[src/rtl/seq_mux_if.sv]
// Output stream of seq_mux: registered data beat plus its source index and
// end-of-sweep marker, moved with a valid/ready handshake.
interface seq_mux_if #(
  parameter int WIDTH = 32,
  parameter int SEL_W = 3
);
  logic [WIDTH-1:0] out_put;
  logic             out_valid;
  logic             out_ready;
  logic [SEL_W-1:0] out_index;
  logic             last;

  modport master (
    output out_put,
    output out_valid,
    output out_index,
    output last,
    input  out_ready
  );

  modport slave (
    input  out_put,
    input  out_valid,
    input  out_index,
    input  last,
    output out_ready
  );
endinterface

[src/rtl/seq_mux.sv]
// Registered N-to-1 selector with direct-select and auto-sweep modes.
// Optional macro SEQ_MUX_SAT_SEL_EN: out-of-range select saturates to the top input.
module seq_mux #(
  parameter  int WIDTH     = 32,
  parameter  int INPUT_NUM = 5,
  localparam int SEL_W     = $clog2(INPUT_NUM)
) (
  input  logic             clk,
  input  logic             rst,
  input  logic [WIDTH-1:0] inputs [0:INPUT_NUM-1],
  input  logic             mode,
  input  logic [SEL_W-1:0] select,
  input  logic             sel_valid,
  input  logic             start,
  seq_mux_if.master        out_if,
  output logic             busy,
  output logic             err,
  output logic             fsm_state
);

  typedef enum logic {IDLE = 1'b0, SWEEP = 1'b1} state_t;

  localparam logic [SEL_W-1:0] LAST_IDX = SEL_W'(INPUT_NUM - 1);
  localparam logic [SEL_W:0]   LIMIT    = (SEL_W + 1)'(INPUT_NUM);

  state_t           state, next_state;
  logic [SEL_W-1:0] idx, next_idx;
  logic [WIDTH-1:0] next_put;
  logic             next_valid;
  logic [SEL_W-1:0] next_index;
  logic             next_last;
  logic             next_err;

  logic             load;
  logic             oor;
  logic [WIDTH-1:0] dir_data;
  logic [SEL_W-1:0] dir_index;
  logic [WIDTH-1:0] sweep_data;

  // Handshake: a beat is transferred when out_valid && out_ready; the output
  // register only reloads when it is empty or being drained (load), so a
  // stalled beat keeps data, index and last stable.
  assign load      = !out_if.out_valid || out_if.out_ready;
  assign oor       = ({1'b0, select} >= LIMIT);
  assign busy      = (state == SWEEP);
  assign fsm_state = state;

  always_comb begin
    dir_data   = '0;
    sweep_data = '0;
    for (int i = 0; i < INPUT_NUM; i++) begin
      if (select == SEL_W'(i)) dir_data = inputs[i];
      if (idx == SEL_W'(i))    sweep_data = inputs[i];
    end
    dir_index = select;
`ifdef SEQ_MUX_SAT_SEL_EN
    if (oor) begin
      dir_data  = inputs[INPUT_NUM-1];
      dir_index = LAST_IDX;
    end
`else
    // No input matches an out-of-range code, so dir_data is already zero.
`endif
  end

  always_comb begin
    next_state = state;
    next_idx   = idx;
    next_put   = out_if.out_put;
    next_valid = out_if.out_valid;
    next_index = out_if.out_index;
    next_last  = out_if.last;
    next_err   = 1'b0;
    case (state)
      IDLE: begin
        if (mode) begin
          if (start) begin
            next_state = SWEEP;
            next_idx   = '0;
          end
          if (load) begin
            next_valid = 1'b0;
            next_last  = 1'b0;
          end
        end else if (load) begin
          if (sel_valid) begin
            next_put   = dir_data;
            next_index = dir_index;
            next_last  = 1'b0;
            next_valid = 1'b1;
            next_err   = oor;
          end else begin
            next_valid = 1'b0;
            next_last  = 1'b0;
          end
        end
      end
      SWEEP: begin
        if (load) begin
          next_put   = sweep_data;
          next_index = idx;
          next_valid = 1'b1;
          next_last  = (idx == LAST_IDX);
          if (idx == LAST_IDX) begin
            next_state = IDLE;
            next_idx   = '0;
          end else begin
            next_idx = idx + SEL_W'(1);
          end
        end
      end
      default: next_state = IDLE;
    endcase
  end

  always_ff @(posedge clk) begin
    if (rst) begin
      state            <= IDLE;
      idx              <= '0;
      out_if.out_put   <= '0;
      out_if.out_valid <= 1'b0;
      out_if.out_index <= '0;
      out_if.last      <= 1'b0;
      err              <= 1'b0;
    end else begin
      state            <= next_state;
      idx              <= next_idx;
      out_if.out_put   <= next_put;
      out_if.out_valid <= next_valid;
      out_if.out_index <= next_index;
      out_if.last      <= next_last;
      err              <= next_err;
    end
  end

endmodule

[src/flat_wrapper.sv]
// flat-port wrapper written by rule: the top's interface ports become plain ports
module seq_mux_flat 
#(
  parameter  int WIDTH     = 32,
  parameter  int INPUT_NUM = 5,
  localparam int SEL_W     = $clog2(INPUT_NUM)
)
  (clk, rst, inputs, mode, select, sel_valid, start, busy, err, fsm_state, out_if_out_put, out_if_out_valid, out_if_out_index, out_if_last, out_if_out_ready);
  seq_mux_if #(.WIDTH(WIDTH), .SEL_W((3))) out_if_i ();
  input  logic clk;
  input  logic rst;
  input  logic [WIDTH-1:0] inputs[0:INPUT_NUM-1];
  input  logic mode;
  input  logic [SEL_W-1:0] select;
  input  logic sel_valid;
  input  logic start;
  output logic busy;
  output logic err;
  output logic fsm_state;
  output wire logic [$bits(out_if_i.out_put)-1:0] out_if_out_put;
  output wire logic [$bits(out_if_i.out_valid)-1:0] out_if_out_valid;
  output wire logic [$bits(out_if_i.out_index)-1:0] out_if_out_index;
  output wire logic [$bits(out_if_i.last)-1:0] out_if_last;
  input wire logic [$bits(out_if_i.out_ready)-1:0] out_if_out_ready;
  assign out_if_out_put = out_if_i.out_put;
  assign out_if_out_valid = out_if_i.out_valid;
  assign out_if_out_index = out_if_i.out_index;
  assign out_if_last = out_if_i.last;
  assign out_if_i.out_ready = out_if_out_ready;
  seq_mux #(.WIDTH(WIDTH), .INPUT_NUM(INPUT_NUM)) u_core (.clk(clk), .rst(rst), .inputs(inputs), .mode(mode), .select(select), .sel_valid(sel_valid), .start(start), .out_if(out_if_i), .busy(busy), .err(err), .fsm_state(fsm_state));
endmodule
[config.mk]
export PLATFORM = sky130hd
export DESIGN_NAME = seq_mux_flat
export DESIGN_NICKNAME = d
export VERILOG_FILES = /design/src/rtl/seq_mux_if.sv /design/src/rtl/seq_mux.sv /design/src/flat_wrapper.sv
export SDC_FILE = /design/constraint.sdc
export NUM_CORES = 1
export LEC_CHECK = 0
export CAP_MARGIN = 25
export CELL_PAD_IN_SITES_DETAIL_PLACEMENT = 1
export CELL_PAD_IN_SITES_GLOBAL_PLACEMENT = 2
export CORE_UTILIZATION = 23
export DETAILED_ROUTE_END_ITERATION = 7
export PLACE_DENSITY_LB_ADDON = 0.08
export SYNTH_ARGS = -nofsm -noshare
export SYNTH_HDL_FRONTEND = slang
export SYNTH_SLANG_ARGS = --single-unit
[constraint.sdc]
create_clock -name clk -period 2.8 [get_ports clk]
set_input_delay 0.56 -clock clk [delete_from_list [all_inputs] [get_ports clk]]
set_output_delay 0.56 -clock clk [all_outputs]
set_load 0.02 [all_outputs]
==> results.ini, run 1 <==
[global_route]
grt_max_degree=35
grt_usage_pct=23.78
grt_pass1_vias=6422
antenna_found_initial=0
grt_pass1_wl_um=37140
grt_overflow_total=0

[clock_tree]
clockBufferDepth=2
cts-resized-gates=0
hold_buffers=0
cts_root_buffer=clkbuf_16
numCtsBuffers=5
clk_pin_slew_ns=0.08
cts_sinks=42
cts_htree_levels=2
worst_skew_pair.late_latency_ns=0.31
post-cts-setup-buffers=0
cts_tree=yes

[final_layout]
layout-drive-gt1-share_pct=14.81
syn_to_final_growth_pct=52.81
antenna_cells=0
nets=929
final_common_cell=clkdlybuf4s50_1
final_cell_mix=206 x clkdlybuf4s50_1, 62 x a22oi_1, 41 x dfxtp_1, 39 x a21oi_1, 36 x inv_1

[sta]
skew_ns=0.005529
setup_viol=0
worstMarginPinSlew_ns=1.017
clock.fmax_ghz=0.4388
grt_setup_unrepaired=false
post-route-min-period_ns=2.279
tns_ns=0
hold_viol=0
timing.hold.ws_ns=0.5000
slew_viol_final=0
maxSlewHeadroom_pct=32.05
finalCritPeriodShare_pct=81.40

[power_and_ir_drop]
combPwrFrac_pct=42.9
power_switching_uw=854.3
ir_drop_uv=214.2
p_int_uw=1487
swShare_pct=36.50
power_frac_clock_pct=28.3
p_leak_uw=0.002238
pwr-share-seq_pct=28.9
power.density_nw_per_um2=327.7

[setup_path]
max_stage_delay_ns=0.81
crit_required_ns=3.03
critPathSlowestCell=nor2_4
crit_fanout=31
worstPathArrival_ns=2.51
cp_num_buf_inv=1
start_kind=primary input
cp-end-kind=flip-flop
worstSetupPathType=in -> reg
critPathTopFamily=simple AND/OR/NAND/NOR gates
cp_cell_sequence=clkdlybuf4s50_1 -> nor2_4 -> a32oi_1 -> o21a_1 -> o221ai_2
r2r_slack_ns=0.61

[min_path]
hold_class=reg -> reg

[logic_synthesis]
synth_edf_count=0
async_reset_ff_share_pct=0
syn_area_um2=4674
ys_warn_count=0
synth_cell_types=38
synthCells=590
syn_nets=764
ys_seq_elements=42
syn_area_per_cell_um2=7.923
ys.flop_type=dfxtp_1
seq_area_frac_synth_pct=17.99

[route]
drt-initial-drc-count=328
via_per_inst=5.774
dr_wl_met3_um=1597
drt-met1-wl_um=10680
drt_pass1_iterations=5
top_layer=met4
finalWirelength_um=24950
met2_length_um=12130
vias=5895
wl_per_cell_um=24.43
antenna_left=0
drc_errors=0

[die]
row_count=51
ios=209
die-area_um2=20900
die_h_um=144.6
die_w_um=144.6
start_util_pct=23.71
core_um2=19720

[place]
gp_congestion=0.8265
hpwl_um=16700
port_buffers=208

[job]
max-cap-violations=0

[status]
status=finished, final reports clean

## cell usage after synthesis (17+ instances only)
cell | n | area [µm²]
a22oi_1 | 62 | 465.5
mux2_2 | 31 | 349.1
nor2b_1 | 35 | 219.0
a32oi_1 | 31 | 271.5
inv_1 | 36 | 135.1
o211ai_1 | 31 | 232.7
o21a_1 | 32 | 240.2
a21oi_1 | 39 | 195.2
clkbuf_1 | 44 | 165.2
buf_2 | 17 | 85.08
dfxtp_1 | 42 | 840.8
nand2_1 | 36 | 135.1
o2111ai_1 | 31 | 271.5
o21ai_0 | 33 | 165.2
o221ai_2 | 30 | 450.4
## per-layer routing
metal / track usage (%) / vias up
met5: 0 / -
met4: 9.086 / 0
met3: 3.742 / 45
met2: 41.80 / 290
met1: 28.86 / 2911
li1: - / 2649
## power by group through the flow
stage | Clock [µW] | Sequential [µW] | Combinational, µW
global placement | 0 | 690 | 985
finish | 662 | 676 | 1000
CTS | 686 | 676 | 1000
floorplan | 0 | 735 | 431
detailed placement | 0 | 690 | 999
global route | 709 | 681 | 1070
## worst register-to-register path, delay by kind of cell, from the launching register on
family | cells | cell delay (ns)
buffers and inverters | 2 | 0.50
AND/OR/NAND/NOR | 1 | 0.17
adder cells (fa/ha/maj) | 1 | 0.68
AO/OA/AOI/OAI | 3 | 0.36
flip-flops | 1 | 0.36
## flip-flops by register name, summed over array words and instances (netlist names)
name	count
u_core.out_if.out_put	32
u_core.out_if.out_index	3
u_core.out_if.last	1
u_core.out_if.out_valid	1
u_core.busy	1
u_core.err	1
u_core.idx	3
## cells by family after synthesis
| kind of cell | share of synthesized area, % |
|---|---|
| buffers and inverters | 10.73 |
| AND/OR/NAND/NOR | 10.79 |
| adder cells (fa/ha/maj) | 1.338 |
| flip-flops | 17.99 |
| AO/OA/AOI/OAI | 50.62 |
| multiplexers | 8.538 |
## through the flow
stage / util (%) / cell area, µm² / total power (µW) / setup slack [ns] / cells
6_report: 36.23 / 7143 / 2341 / 0.5209 / 1021
5_1_grt: 36.23 / 7143 / 2456 / 0.3872 / 1021
4_1_cts: 36.23 / 7143 / 2366 / 0.5111 / 1021
3_5_place_dp: 35.47 / 6993 / 1688 / 0.1939 / 1013
3_3_place_gp: 35.47 / 6993 / 1675 / 0.2035 / 1013
2_1_floorplan: - / 4674 / 1166 / 0.7754 / 590
## area by class of cell
class,count,area [µm²]
fill,2279,12570
multi-input combinational,436,3379
timing repair buffer,234,2305
sequential,42,842.1
tap,265,331.6
inverter,36,135.1
clock buffer,5,125.1
clock inverter,3,25.02
## final timing paths
| kind | start | endpoint | cells after the start |
|---|---|---|---|
| max | select[2] | u_core.out_if.out_put[23]$_SDFFE_PP0P_ | 5 |
| min | u_core.out_if.last$_SDFFE_PP0P_ | u_core.out_if.last$_SDFFE_PP0P_ | 2 |
| max reg2reg | u_core.idx[0]$_SDFFE_PP0P_ | u_core.out_if.out_put[22]$_SDFFE_PP0P_ | 7 |
| min reg2reg | u_core.out_if.last$_SDFFE_PP0P_ | u_core.out_if.last$_SDFFE_PP0P_ | 2 |
No activity file was read; power rests on OpenSTA's default activity.
==> run 2, diff against run 1 <==
CORE_UTILIZATION = 21   (was 23)
clock period = 1.99 ns   (was 2.8 ns; I/O delays follow)
==> results.ini, run 2 (synthesis gave the netlist of run 1 again) <==
[global_route]
grt_pass1_vias=6508  ; +1.3%
grt_overflow_total=0  ; unchanged
antenna_found_initial=0  ; unchanged
grt_pass1_wl_um=39000  ; +5.0%
grt_usage_pct=22.85  ; -0.93 points
grt_max_degree=47  ; +34%

[final_layout]
final_cell_mix=205 x clkdlybuf4s50_1, 62 x a22oi_1, 41 x dfxtp_1, 39 x a21oi_1, 36 x inv_1
layout.core_utilization_pct=34.04  ; -2.2 points
antenna_cells=0  ; unchanged
largest-register=u_core.out_if.out_put
layout-drive-gt1-share_pct=16.69  ; +1.9 points
syn_to_final_growth_pct=58.91
nets=946  ; +1.8%
largestRegisters=u_core.out_if.out_put x32, u_core.idx x3, u_core.out_if.out_index x3
largest_reg_flops=32  ; unchanged
final_common_cell=clkdlybuf4s50_1
fill_cells=2562  ; +12%

[sta]
grt_setup_unrepaired=false
clock.fmax_ghz=0.5412
timing.hold.ws_ns=0.4966  ; -0.003395 ns
slew_viol_final=0  ; unchanged
hold_viol=0  ; unchanged
setup_viol=0  ; unchanged
worstMarginPinSlew_ns=0.7249  ; -0.2923 ns
maxSlewHeadroom_pct=51.57  ; +20 points
skew_ns=0.005364  ; -0.0001653 ns
post-route-min-period_ns=1.848
finalCritPeriodShare_pct=92.86

[route]
drc_errors=0  ; unchanged
drt_pass1_iterations=5  ; unchanged
finalWirelength_um=26190  ; +5.0%
via_per_inst=5.689  ; -1.5%
wl_per_cell_um=24.87  ; +1.8%
vias=5991  ; +1.6%
antenna_left=0  ; unchanged
drt-initial-drc-count=336  ; +2.4%

[power_and_ir_drop]
swShare_pct=34.66  ; -1.8 points
p_int_uw=2243  ; +51%
ir_drop_uv=270.4  ; +26%
power_frac_clock_pct=29.5  ; +1.2 points
pwr-share-seq_pct=27.7  ; -1.2 points
power_uw=3433  ; +47%
combPwrFrac_pct=42.8  ; about the same
power.density_nw_per_um2=462.1  ; +41%
power_switching_uw=1190  ; +39%
p_leak_uw=0.002377  ; +6.2%

[status]
status=finished, final reports clean

[die]
core_um2=21820  ; +11%
start_util_pct=21.42  ; -2.3 points
die_h_um=151.2  ; +4.6%
row_count=54  ; +5.9%
ios=209  ; unchanged
die-area_um2=22860  ; +9.4%
die_w_um=151.2  ; +4.6%

[setup_path]
worstPathArrival_ns=2.08  ; -0.43 ns
crit_required_ns=2.22  ; -0.81 ns
start_kind=flip-flop
critPathSlowestCell=or2_2
max_stage_delay_ns=0.37  ; -0.44 ns
cp_cell_sequence=ha_1 -> ha_2 -> or2_2 -> buf_4 -> o21ai_0 -> o2111ai_1 -> o221ai_2
crit_fanout=11  ; -65%
cp-end-kind=flip-flop
worstSetupPathType=reg -> reg

[place]
hpwl_um=17500  ; +4.8%
port_buffers=208  ; unchanged
gp_congestion=0.8209  ; -0.68%

[clock_tree]
post-cts-setup-buffers=0  ; unchanged
clk_pin_slew_ns=0.07  ; about the same
worst_skew_pair.late_latency_ns=0.30  ; about the same
cts_htree_levels=2  ; unchanged
cts_sinks=42  ; unchanged
hold_buffers=0  ; unchanged
cts_root_buffer=clkbuf_16
cts_tree=yes
numCtsBuffers=5  ; unchanged
clockBufferDepth=2  ; unchanged

[job]
max-cap-violations=0  ; unchanged

[min_path]
hold_class=reg -> reg

==> run 2: cell type report <==
| type | instances | area [µm²] | share of cell area [%] |
|---|---|---|---|
| inverters | 36 | 135.1 | 1.819 |
| multi-input cells | 438 | 3405 | 45.83 |
| flip-flops and latches | 42 | 844.6 | 11.37 |
| repair buffers | 249 | 2529 | 34.04 |
| clock inverters | 3 | 40.04 | 0.5390 |
| clock buffers | 5 | 125.1 | 1.684 |
| well taps | 280 | 350.3 | 4.716 |
==> run 2: worst paths after layout <==
kind / start / to / slack (ns) / depth (start not counted)
worst max-delay path: u_core.idx[1]$_SDFFE_PP0P_ / u_core.out_if.out_put[23]$_SDFFE_PP0P_ / 0.14 / 7
worst min-delay path: u_core.out_if.last$_SDFFE_PP0P_ / u_core.out_if.last$_SDFFE_PP0P_ / 0.50 / 2
worst max register to register: u_core.idx[1]$_SDFFE_PP0P_ / u_core.out_if.out_put[23]$_SDFFE_PP0P_ / 0.14 / 7
worst min register to register: u_core.out_if.last$_SDFFE_PP0P_ / u_core.out_if.last$_SDFFE_PP0P_ / 0.50 / 2
==> run 2: power by group through the flow <==
stage                     Clock (µW)  Sequential [µW]  Combinational [µW]
after floorplan                    0             1030                 606
after global placement             0              971                1430
after detailed placement           0              973                1450
after CTS                       1050              954                1470
after global routing            1090              960                1560
final                           1010              952                1470
==> run 2: what timing repair did <==
action | in CTS | in global routing
gates resized for setup | 3 | 1
cloned | 2 | 0
setup endpoints to repair | 31 | 10
pin swaps | 1 | 0
==> run 2: routing by layer <==
| metal | share of wire [%] | GRT usage [%] | wire length [µm] |
|---|---|---|---|
| met1 | 42 | 27.59 | 10920 |
| met2 | 49 | 39.63 | 12800 |
| met3 | 7.5 | 5.211 | 1965 |
| met5 | 0 | 0 | 0 |
| met4 | 1.9 | 7.450 | 506 |
==> run 2: worst max-delay path, delay by kind of cell, from the launching register on <==
family	cells	cell delay, ns
buffers and inverters	1	0.22
adder cells (fa/ha/maj)	2	0.38
AND/OR/NAND/NOR	1	0.37
flip-flops	1	0.35
AO/OA/AOI/OAI	3	0.45
==> run 2: stage by stage <==
stage / cells / setup WS, ns / area (µm²) / TNS [ns]
global route: 1053 / 0.03509 / 7428 / 0
CTS: 1053 / 0.07448 / 7426 / 0
floorplan: 590 / 0.07718 / 4676 / 0
global placement: 1043 / -0.4156 / 7237 / -11.78
detailed placement: 1043 / -0.4136 / 7237 / -12.08
finish: 1053 / 0.1421 / 7428 / 0
==> run 3, diff against run 2 <==
ABC_AREA = 1   (was not set)
CORE_UTILIZATION = 19   (was 21)
==> results.ini, run 3 <==
[clock_tree]
numCtsBuffers=5  ; unchanged
cts_tree=yes
cts_root_buffer=clkbuf_16
cts-resized-gates=0  ; -3
cts_htree_levels=2  ; unchanged
post-cts-setup-buffers=0  ; unchanged
cts_sinks=42  ; unchanged
clockBufferDepth=2  ; unchanged
worst_skew_pair.late_latency_ns=0.31  ; about the same
clk_pin_slew_ns=0.08  ; about the same
hold_buffers=0  ; unchanged

[die]
die-area_um2=30910  ; +35%
row_count=63  ; +17%
die_h_um=175.8  ; +16%
die_w_um=175.8  ; +16%
core_um2=29720  ; +36%
ios=209  ; unchanged
start_util_pct=19.32  ; -2.1 points

[logic_synthesis]
yosys.area.top_type=nand2_1
synth_commonest_cells=452 x nand2_1, 171 x inv_1, 162 x nand3_1, 162 x nor2_1, 47 x buf_2
synth_top_area_share_pct=29.56  ; +12 points
synth_cell_types=23  ; -39%
async_reset_ff_share_pct=0  ; unchanged
seq_area_frac_synth_pct=14.65  ; -3.3 points
yosys-top-cells-area=nand2_1 30%, dfxtp_1 15%, nand3_1 14%, inv_1 11%, nor2_1 11%
syn_area_um2=5741  ; +23%
syn_area_per_cell_um2=4.756  ; -40%
synth_edf_count=0  ; unchanged
syn_nets=1381  ; +81%
ys_seq_elements=42  ; unchanged
ys_warn_count=0  ; unchanged
synthCells=1207  ; +100%
ys.flop_type=dfxtp_1
yosysMostFrequentCell=nand2_1

[sta]
hold_viol=0  ; unchanged
tns_ns=0  ; unchanged
worstMarginPinSlew_ns=0.4696  ; -0.2553 ns
skew_ns=0.004592  ; -0.0007713 ns
timing.hold.ws_ns=0.5038  ; +0.007168 ns
setup_viol=0  ; unchanged
finalCritPeriodShare_pct=89.03  ; -3.8 points
clock.fmax_ghz=0.5645  ; +4.3%
slew_viol_final=0  ; unchanged
grt_setup_unrepaired=false
post-route-min-period_ns=1.772  ; -0.07629 ns
maxSlewHeadroom_pct=68.65  ; +17 points

[power_and_ir_drop]
ir_drop_uv=272.4  ; +0.76%
power_uw=3789  ; +10%
p_leak_uw=0.004387  ; +85%
power.density_nw_per_um2=430.1  ; -6.9%

[global_route]
grt_overflow_total=0  ; unchanged
grt_pass1_wl_um=48870  ; +25%
grt_pass1_vias=7893  ; +21%
antenna_found_initial=2  ; +2
grt_max_degree=51  ; +8.5%
grt_usage_pct=20.94  ; -1.9 points

[route]
wl_per_cell_um=17.99  ; -28%
finalWirelength_um=32050  ; +22%
drt-initial-drc-count=398  ; +18%
antenna_left=0  ; unchanged
via_per_inst=4.423  ; -22%
vias=7881  ; +32%
drc_errors=0  ; unchanged
drt_pass1_iterations=4  ; -1

[setup_path]
max_stage_delay_ns=0.41  ; +0.04 ns
critPathSlowestCell=dfxtp_1
crit_fanout=12  ; +1
cp_cell_sequence=inv_1 -> ha_1 -> inv_1 -> nor2_4 -> buf_12 -> nand2_1 -> nand3_1 -> nand2_1 -> nand2_1 -> nand2_1 -> nand2_1 -> nor2_1 -> nor2_1
worstSetupPathType=reg -> reg
cp_common_cell=nand2_1
worstPathArrival_ns=1.98  ; -0.10 ns
start_kind=flip-flop
cp-end-kind=flip-flop
critPathTopFamily=simple AND/OR/NAND/NOR gates
cp_num_buf_inv=3  ; +2
crit_required_ns=2.20  ; -0.02 ns
r2r_slack_ns=0.22  ; +0.08 ns

[final_layout]
syn_to_final_growth_pct=53.44
nets=1564  ; +65%
largest_reg_flops=32  ; unchanged
largest-register=u_core.out_if.out_put
final_common_cell=nand2_1
largestRegisters=u_core.out_if.out_put x32, u_core.idx x3, u_core.out_if.out_index x3
fill_cells=3956  ; +54%
final_cell_mix=449 x nand2_1, 207 x clkdlybuf4s50_1, 168 x inv_1, 162 x nand3_1, 160 x nor2_1
layout-drive-gt1-share_pct=5.823  ; -11 points
layout.core_utilization_pct=29.64  ; -4.4 points

[place]
gp_congestion=0.7871  ; -4.1%
hpwl_um=22780  ; +30%
port_buffers=208  ; unchanged

[status]
status=finished, final reports clean

[job]
max-cap-violations=0  ; unchanged

[min_path]
hold_class=reg -> reg

[run 3: changes by cell type in the layout (fill, tap and decap cells not counted), sizes merged, moves of 32 or more]
| cell | before | now |
|---|---|---|
| a22oi | 62 | 0 |
| nor2 | 11 | 164 |
| inv | 36 | 175 |
| o21a | 32 | 0 |
| nand2 | 36 | 453 |
| nand3 | 3 | 162 |
| nor2b | 36 | 0 |
[run 3: worst register-to-register path, delay by kind of cell, from the launching register on]
family | cells | cell delay (ns)
buf+inv | 3 | 0.36
fa+ha+maj | 1 | 0.25
simple gates | 9 | 0.66
flops | 1 | 0.41
[run 3: stage by stage]
stage | cell area [µm²] | setup slack, ns | cells
final | 8808 | 0.2184 | 1782
after global placement | 8656 | -0.1043 | 1773
after detailed placement | 8656 | -0.1050 | 1773
after global routing | 8806 | 0.01194 | 1781
after CTS | 8806 | 0.2108 | 1781
after floorplan | 5741 | 0.1728 | 1207
[run 3: final timing paths]
path	startpoint	endpoint	depth (start not counted)
max	u_core.idx[0]$_SDFFE_PP0P_	u_core.out_if.out_put[7]$_SDFFE_PP0P_	13
min reg2reg	u_core.out_if.last$_SDFFE_PP0P_	u_core.out_if.last$_SDFFE_PP0P_	2
max reg2reg	u_core.idx[0]$_SDFFE_PP0P_	u_core.out_if.out_put[7]$_SDFFE_PP0P_	13
min	u_core.out_if.last$_SDFFE_PP0P_	u_core.out_if.last$_SDFFE_PP0P_	2
[run 3: cell families after synthesis]
| kind of cell | count (synthesis) | share of synthesized area (%) |
|---|---|---|
| AO/OA/AOI/OAI | 83 | 7.389 |
| adder cells (fa/ha/maj) | 5 | 1.090 |
| buffers and inverters | 262 | 18.29 |
| flip-flops | 42 | 14.65 |
| AND/OR/NAND/NOR | 815 | 58.59 |
[run 3: area by class of cell]
type / count / area (µm²) / share of cell area (%)
Sequential cell: 42 / 842.1 / 9.560
Timing Repair Buffer: 262 / 2783 / 31.59
Multi-Input combinational cell: 903 / 3882 / 44.08
Clock buffer: 5 / 125.1 / 1.420
Clock inverter: 3 / 25.02 / 0.2841
Inverter: 176 / 660.6 / 7.500
Antenna cell: 1 / 2.502 / 0.02841
Tap cell: 390 / 488.0 / 5.540
[run 3: power by group]
group	switching, µW	leakage [µW]	internal [µW]
Clock	491	0.0000704	476
Combinational	999	0.00397	851
Sequential	49.9	0.000347	921
[run 3: layer usage]
layer / vias up / wire length (µm) / global-route usage, %
met4: 2 / 195 / 2.826
met5: - / 9 / 0
met2: 165 / 14190 / 34.26
li1: 4067 / - / -
met1: 3637 / 16290 / 29.56
met3: 10 / 1369 / 2.857
